`config.mk`:
```
export PLATFORM = sky130hd
export DESIGN_NAME = branch_bht
export DESIGN_NICKNAME = d
export VERILOG_FILES = /design/src/rtl/branch_bht.sv
export SDC_FILE = /design/constraint.sdc
export NUM_CORES = 1
export LEC_CHECK = 0
export CAP_MARGIN = 25
export CELL_PAD_IN_SITES_DETAIL_PLACEMENT = 0
export CELL_PAD_IN_SITES_GLOBAL_PLACEMENT = 1
export CORE_UTILIZATION = 39
export DETAILED_ROUTE_END_ITERATION = 6
export HOLD_SLACK_MARGIN = 0.03
export PLACE_DENSITY_LB_ADDON = 0.1
export SYNTH_ARGS = -nofsm -noshare
export SYNTH_HDL_FRONTEND = slang
export SYNTH_SLANG_ARGS = --single-unit
```
`constraint.sdc`:
```
create_clock -name clk -period 7.7 [get_ports clk]
set_input_delay 2.31 -clock clk [delete_from_list [all_inputs] [get_ports clk]]
set_output_delay 2.31 -clock clk [all_outputs]
set_load 0.03 [all_outputs]
```
`src/rtl/branch_bht.sv`:
```
// Branch direction predictor (2-bit saturating counter table) with execute-stage
// branch resolution, redirect generation, table training and perf counters.
module branch_bht #(
  parameter int          XLEN        = 32,
  parameter int          BHT_ENTRIES = 64,
  parameter logic [1:0]  CNT_INIT    = 2'b01,
  parameter int          PERF_W      = 32
) (
  input  logic              clk,
  input  logic              reset,
  input  logic [XLEN-1:0]   PCF,
  output logic              PredTakenF,
  input  logic              ValidE,
  input  logic [6:0]        opE,
  input  logic [2:0]        funct3E,
  input  logic [XLEN-1:0]   PCE,
  input  logic              PredTakenE,
  input  logic              Zero,
  input  logic              Overflow,
  input  logic              Carry,
  input  logic              Negative,
  output logic              TakenE,
  output logic              RedirectE,
  output logic [PERF_W-1:0] BranchCnt,
  output logic [PERF_W-1:0] MissCnt
);
  localparam int IDX_W = $clog2(BHT_ENTRIES);

  localparam logic [6:0] OP_BRANCH = 7'b1100011;
  localparam logic [6:0] OP_JAL    = 7'b1101111;
  localparam logic [6:0] OP_JALR   = 7'b1100111;

  logic [BHT_ENTRIES-1:0][1:0] bht_q, bht_d;
  logic [PERF_W-1:0]           branch_cnt_q, branch_cnt_d;
  logic [PERF_W-1:0]           miss_cnt_q, miss_cnt_d;

  logic [IDX_W-1:0] idx_f, idx_e;
  logic             cond, f3_ok, brv, jmp, miss;
  logic [1:0]       cnt_e;

  assign idx_f = PCF[IDX_W+1:2];
  assign idx_e = PCE[IDX_W+1:2];

  // Read is straight from the flops, so a same-cycle write is not bypassed.
  assign PredTakenF = bht_q[idx_f][1];

  always_comb begin
    cond  = 1'b0;
    f3_ok = 1'b1;
    case (funct3E)
      3'b000:  cond = Zero;
      3'b001:  cond = ~Zero;
      3'b100:  cond = Negative ^ Overflow;
      3'b101:  cond = ~(Negative ^ Overflow);
      3'b110:  cond = ~Carry;
      3'b111:  cond = Carry;
      default: f3_ok = 1'b0;
    endcase

    brv       = ValidE & (opE == OP_BRANCH) & f3_ok;
    jmp       = ValidE & ((opE == OP_JAL) | (opE == OP_JALR));
    TakenE    = jmp | (brv & cond);
    miss      = brv & (TakenE != PredTakenE);
    RedirectE = jmp | miss;

    bht_d        = bht_q;
    branch_cnt_d = branch_cnt_q;
    miss_cnt_d   = miss_cnt_q;
    cnt_e        = bht_q[idx_e];
    if (brv) begin
      if (cond && cnt_e != 2'b11)       cnt_e = cnt_e + 2'b01;
      else if (!cond && cnt_e != 2'b00) cnt_e = cnt_e - 2'b01;
      bht_d[idx_e] = cnt_e;
      branch_cnt_d = branch_cnt_q + 1'b1;
      if (miss) miss_cnt_d = miss_cnt_q + 1'b1;
    end
  end

  always_ff @(posedge clk or posedge reset) begin
    if (reset) begin
      bht_q        <= {BHT_ENTRIES{CNT_INIT}};
      branch_cnt_q <= '0;
      miss_cnt_q   <= '0;
    end else begin
      bht_q        <= bht_d;
      branch_cnt_q <= branch_cnt_d;
      miss_cnt_q   <= miss_cnt_d;
    end
  end

  assign BranchCnt = branch_cnt_q;
  assign MissCnt   = miss_cnt_q;
endmodule

```
# After elaboration in Yosys (flattened, before gate mapping)
# Cells that the tools add are included.
# classes
addsub,4
magnitude_cmp,3
n_eq_ne,10
mux,12
bitwise,12
reduce_logical,8
# ops
op,n
$bwmux W128,1
$add A32 B1 Y32 const B,2
$bmux W2 S6,2
$eq A7 B7 Y1 const B,3
$lt A6 B7 Y1 const B,2
$demux W2 S6,1
$eq A3 B3 Y1 const B,4
$mux W2,6
$ge A6 B1 Y1 const B,1
$pmux W1 S6,1
$reduce_or A6 Y1,1
$and A1 B1 Y1,5
$eq A3 B1 Y1 const B,1
$logic_and A1 B1 Y1,3
$logic_not A3 Y1,1
$not A1 Y1,3
$or A1 B1 Y1,3
$add A2 B1 Y2 const B,1
$ne A2 B2 Y1 const B,1
$reduce_and A2 Y1,1
$reduce_bool A2 Y1,1
$sub A2 B1 Y2 const B,1
$logic_not A1 Y1,1
$mux W1,1
other kinds (2),2
# totals
regBits,192
inputBits,82
output_inout_bits,67
elab_cells,115

# Longest topological paths before layout
# depth
ltp_word,9
ltp_mapped,18
mapped_depth_nobuf,11

# Least setup slack after synthesis
# No wires, ideal clock.
# synth_path
kind,in2out
startpoint,in PCF[2]
endpoint,out PredTakenF
arrival_ps,4582
required_ps,5390
slack_ps,808
stages,5
n_path_buf,2
cell_sequence,clkbuf_1 > buf_2 > mux4_2 > mux4_2 > mux4_2
# synth_via
elab_chain_cells,2
# synth_rtl
element,line_no,text
"start, declared",11,"input logic [XLEN-1:0] PCF,"
$bmux W2 S6,45,assign PredTakenF = bht_q[idx_f][1];
$mux W2 (not written as such),45,
"end, declared",12,"output logic PredTakenF,"
# Every way passes these cells. The select of a mux whose other input is x is not followed.

# Worst setup path in the final report
# Same ends and word-level chain as after synthesis.

==> summary.md <==
| Metric | Value |
|---|---|
| Status | `finished clean` |
| Setup TNS | `0 ns` |
| Worst hold-check path type | `reg2reg` |
| Top cells by area, synth | `dfrtp_1 (28%), dfstp_2 (14%), nand2_1 (7.3%)` |
| Register-to-register setup slack | `approximately 3.8 ns` |
| Worst r2r path cells | `12` |
| CP Max Fanout | `16` |
| First-pass GRT wire length | `60300 um` |
| Initial antenna violation count | `0` |
| R2r endpoint | `bht_q[90]$_DFFE_PP1P_` |
| P&R area growth vs syn | `16.1%` |
| #FFs+latches synth | `approximately 190` |
| Num CTS Buffers | `17` |
| Peak supply drop | `approximately 0.14 mV` |
| Detailed Route WL | `38600 um` |
| Switching power | `approximately 650 uW` |
| Die X | `roughly 170 um` |
| Primary FF master, synth | `dfrtp_1` |
| CP Buf/Inv Count | `3` |
| CP delay by family, top | `multiplexers` |
| Average routed wire per standard cell | `around 23 um` |
| Synth top area share | `27.6%` |
| Share of cells above drive strength 1 | `14.9%` |
| Worst r2r src | `bht_q[93]$_DFFE_PP0P_` |
| Comb power frac | `~12%` |
| H-tree Lvls | `4` |
| Cells after synthesis | `approximately 1.2k` |
| Post-cts resize count | `0` |
| Number of setup buffers added after CTS | `0` |
| Power Density | `160 mW/mm2` |
| CP Launch Type | `input pin` |
| Max stage delay cell, worst path | `clkdlybuf4s50_1` |
| IO buf count | `96` |
| Largest net degree at the start of global routing | `83` |
| Switching share of power | `between 30% and 40%` |
| Least-Margin Pin Slew | `1.11 ns` |
| WHS Path Cells | `1` |
| Antenna viol nets, final | `0` |
| Nets | `between 1k and 1.5k` |
| Syn nets | `around 1.3k` |
| Required time worst endpoint | `around 5.4 ns` |
| Gpl congestion | `between 0.8 and 0.9` |
| Maximum buffer depth of the clock tree | `2` |
| Internal | `around 1.5 mW` |
| Filler cells | `around 2.7k` |
| Clk pwr share | `between 40% and 50%` |
| Via count | `10.0k` |
| Warnings, synthesis | `0` |
| Flop pwr share | `47.0%` |
| Synth cell count leaders | `nand2_1 (227), dfrtp_1 (128), nand4_1 (83)` |
| Worst Hold Launch | `MissCnt[31]$_DFFE_PP0P_` |
| Clock Tree Root | `clkbuf_16` |
| Final setup margin | `0.158 ns` |
| Routed vias/inst | `roughly 6.0` |
| Max Slew Vio Count | `0` |
| Final Power | `2.16 mW` |
| Leading area contributor after synthesis | `dfrtp_1` |
| Crit path kind | `in2out` |
| Register area share after synthesis | `a little over two fifths` |
| Hold worst-path end | `MissCnt[31]$_DFFE_PP0P_` |
| Dpl hpwl | `between 20000 and 25000 um` |
| Worst relative slew slack | `about a quarter` |
| Die Span Y | `between 150 and 200 um` |
| Placement Setup Slack | `about 0.14 ns` |
| Max Freq | `roughly 130 MHz` |
| Syn Area/Cell | `around 9.4 um2` |
| Die area | `between 0.03 and 0.04 mm2` |
| Asr flop ratio synth | `100%` |
| Max_cap viols | `0` |
| Number of I/O pins | `approximately 150` |
| Hold Vio Cnt, Final | `0` |
| Clk slew on worst S/H paths | `around 0.080 ns` |
| Row cnt | `62` |
| All-Layer GR Usage | `between 20 and 30%` |
| Unrepaired setup endpoints after global routing | `false` |
| Worst-Skew Late Latency | `0.45 ns` |
| N_diodes | `0` |
| Placeable core area | `approximately 0.029 mm2` |
| GR Overflow Total | `0` |
| Fin crit share | `between 90% and 100%` |
| Crit end category | `output port` |
| Clock sink count | `192` |
| Vias in the first global route | `9664` |
| Number of flops mapped to enable cells by yosys | `0` |
| CTS tree | `built` |
| DRT Pass-1 Iters | `6` |
| Leakage | `4.77 nW` |
| # hold bufs at CTS | `0` |
| Crit-path cells | `clkdlybuf4s50_1 > buf_12 > mux4_2 > mux4_2 > mux4_2 > clkdlybuf4s50_1` |
| Initial DRC count | `910` |
| Final setup fails | `0` |
| CP max stage delay | `around 0.64 ns` |
| Mapped Area | `approximately 0.012 mm2` |
| Starting Density | `40.0%` |
| Critical path's most frequent cell | `mux4_2` |
| Most frequent cell after synthesis | `nand2_1` |
| Final Critical Period | `7.54 ns` |
| DRC viols | `0` |
| Clk_skew | `approximately 0.018 ns` |
| CP Data Arrival Time | `5.23 ns` |
| Post-synth cell types | `66` |
==> per-layer routing <==
layer  wire [um]  track usage (%)  up-vias
li1            -                -     4686
met5           0                0        -
met2       17300             38.8      361
met4         931             8.37        0
met1       18000             37.6     4939
met3        2450             3.96       63
==> worst max-delay path by stage <==
stage	from	slack, ns	cells after the start	endpoint
2_1_floorplan	reset	0.27	1	BranchCnt[0]$_DFFE_PP0P_
3_3_place_gp	PCF[2]	0.17	6	PredTakenF
3_5_place_dp	PCF[2]	0.14	6	PredTakenF
4_1_cts	PCF[2]	0.14	6	PredTakenF
5_1_grt	PCF[2]	0.1	6	PredTakenF
6_report	PCF[2]	0.16	6	PredTakenF
==> stage by stage <==
step	std cells	hold slack, ns	area (um2)	util, %
floorplan	1232	0.458	11600	-
global placement	1632	0.463	12900	44.3
detailed placement	1634	0.467	12900	44.4
CTS	1666	0.482	13500	46.4
global route	1666	0.498	13500	46.4
finish	1666	0.470	13500	46.4
==> worst register-to-register path, stage by stage (launching register included) <==
cell      delay (ns)
dfrtp_1         0.41
mux4_2          0.48
mux2i_1         0.23
nor2_1          0.11
a2111o_1        0.41
nor3_1          0.23
ha_1            0.28
inv_1           0.10
a211oi_4        0.32
buf_4           0.64
a21o_1          0.32
nand3_1         0.12
o211ai_1        0.20
==> sequential cells by signal, indices dropped and copies added (netlist names) <==
signal and count:
bht_q 128, BranchCnt 32, MissCnt 32
==> placed cells by master, fill, tap and decap left out, drive strengths merged, types with 12 or more instances in the layout <==
| master | count |
|---|---|
| dfrtp | 128 |
| nor2 | 43 |
| clkdlybuf4s50 | 95 |
| clkbuf | 18 |
| o21ai | 70 |
| mux2 | 12 |
| inv | 22 |
| buf | 36 |
| xor2 | 24 |
| or3 | 66 |
| nand4 | 83 |
| xnor2 | 38 |
| dfstp | 64 |
| nor3 | 16 |
| nand3 | 33 |
| nand2 | 227 |
| o211ai | 66 |
| a2111oi | 63 |
| mux4 | 31 |
| mux2i | 25 |
==> power groups by stage <==
stage	combinational [mW]	sequential, mW	clock, mW
2_1_floorplan	0.147	1.04	0
3_3_place_gp	0.247	1.03	0
3_5_place_dp	0.249	1.03	0
4_1_cts	0.250	1.02	0.916
5_1_grt	0.265	1.02	0.954
6_report	0.251	1.02	0.895
==> cell families (layout without fill, tap and decap cells) <==
group,count (synthesis),after routing,synth area share (%)
DFF,192,192,42.1
muxes,68,68,9.34
xor gates and xnor gates,63,63,4.88
AOI/OAI and AO/OA,249,249,15.5
and+or+nand+nor,527,527,22.6
buffers and inverters,129,179,5.16
adders and majority gates,4,4,0.432
==> area by class of cell <==
cell class	instances	area, um2	share of cell area (%)
tap	384	480	3.57
clock buffer	18	429	3.19
inverter	16	67.6	0.502
timing repair buffer	131	1280	9.50
clock inverter	14	146	1.09
sequential	192	4880	36.3
multi-input combinational	911	6180	45.9
(Power assumes the default switching activity.)
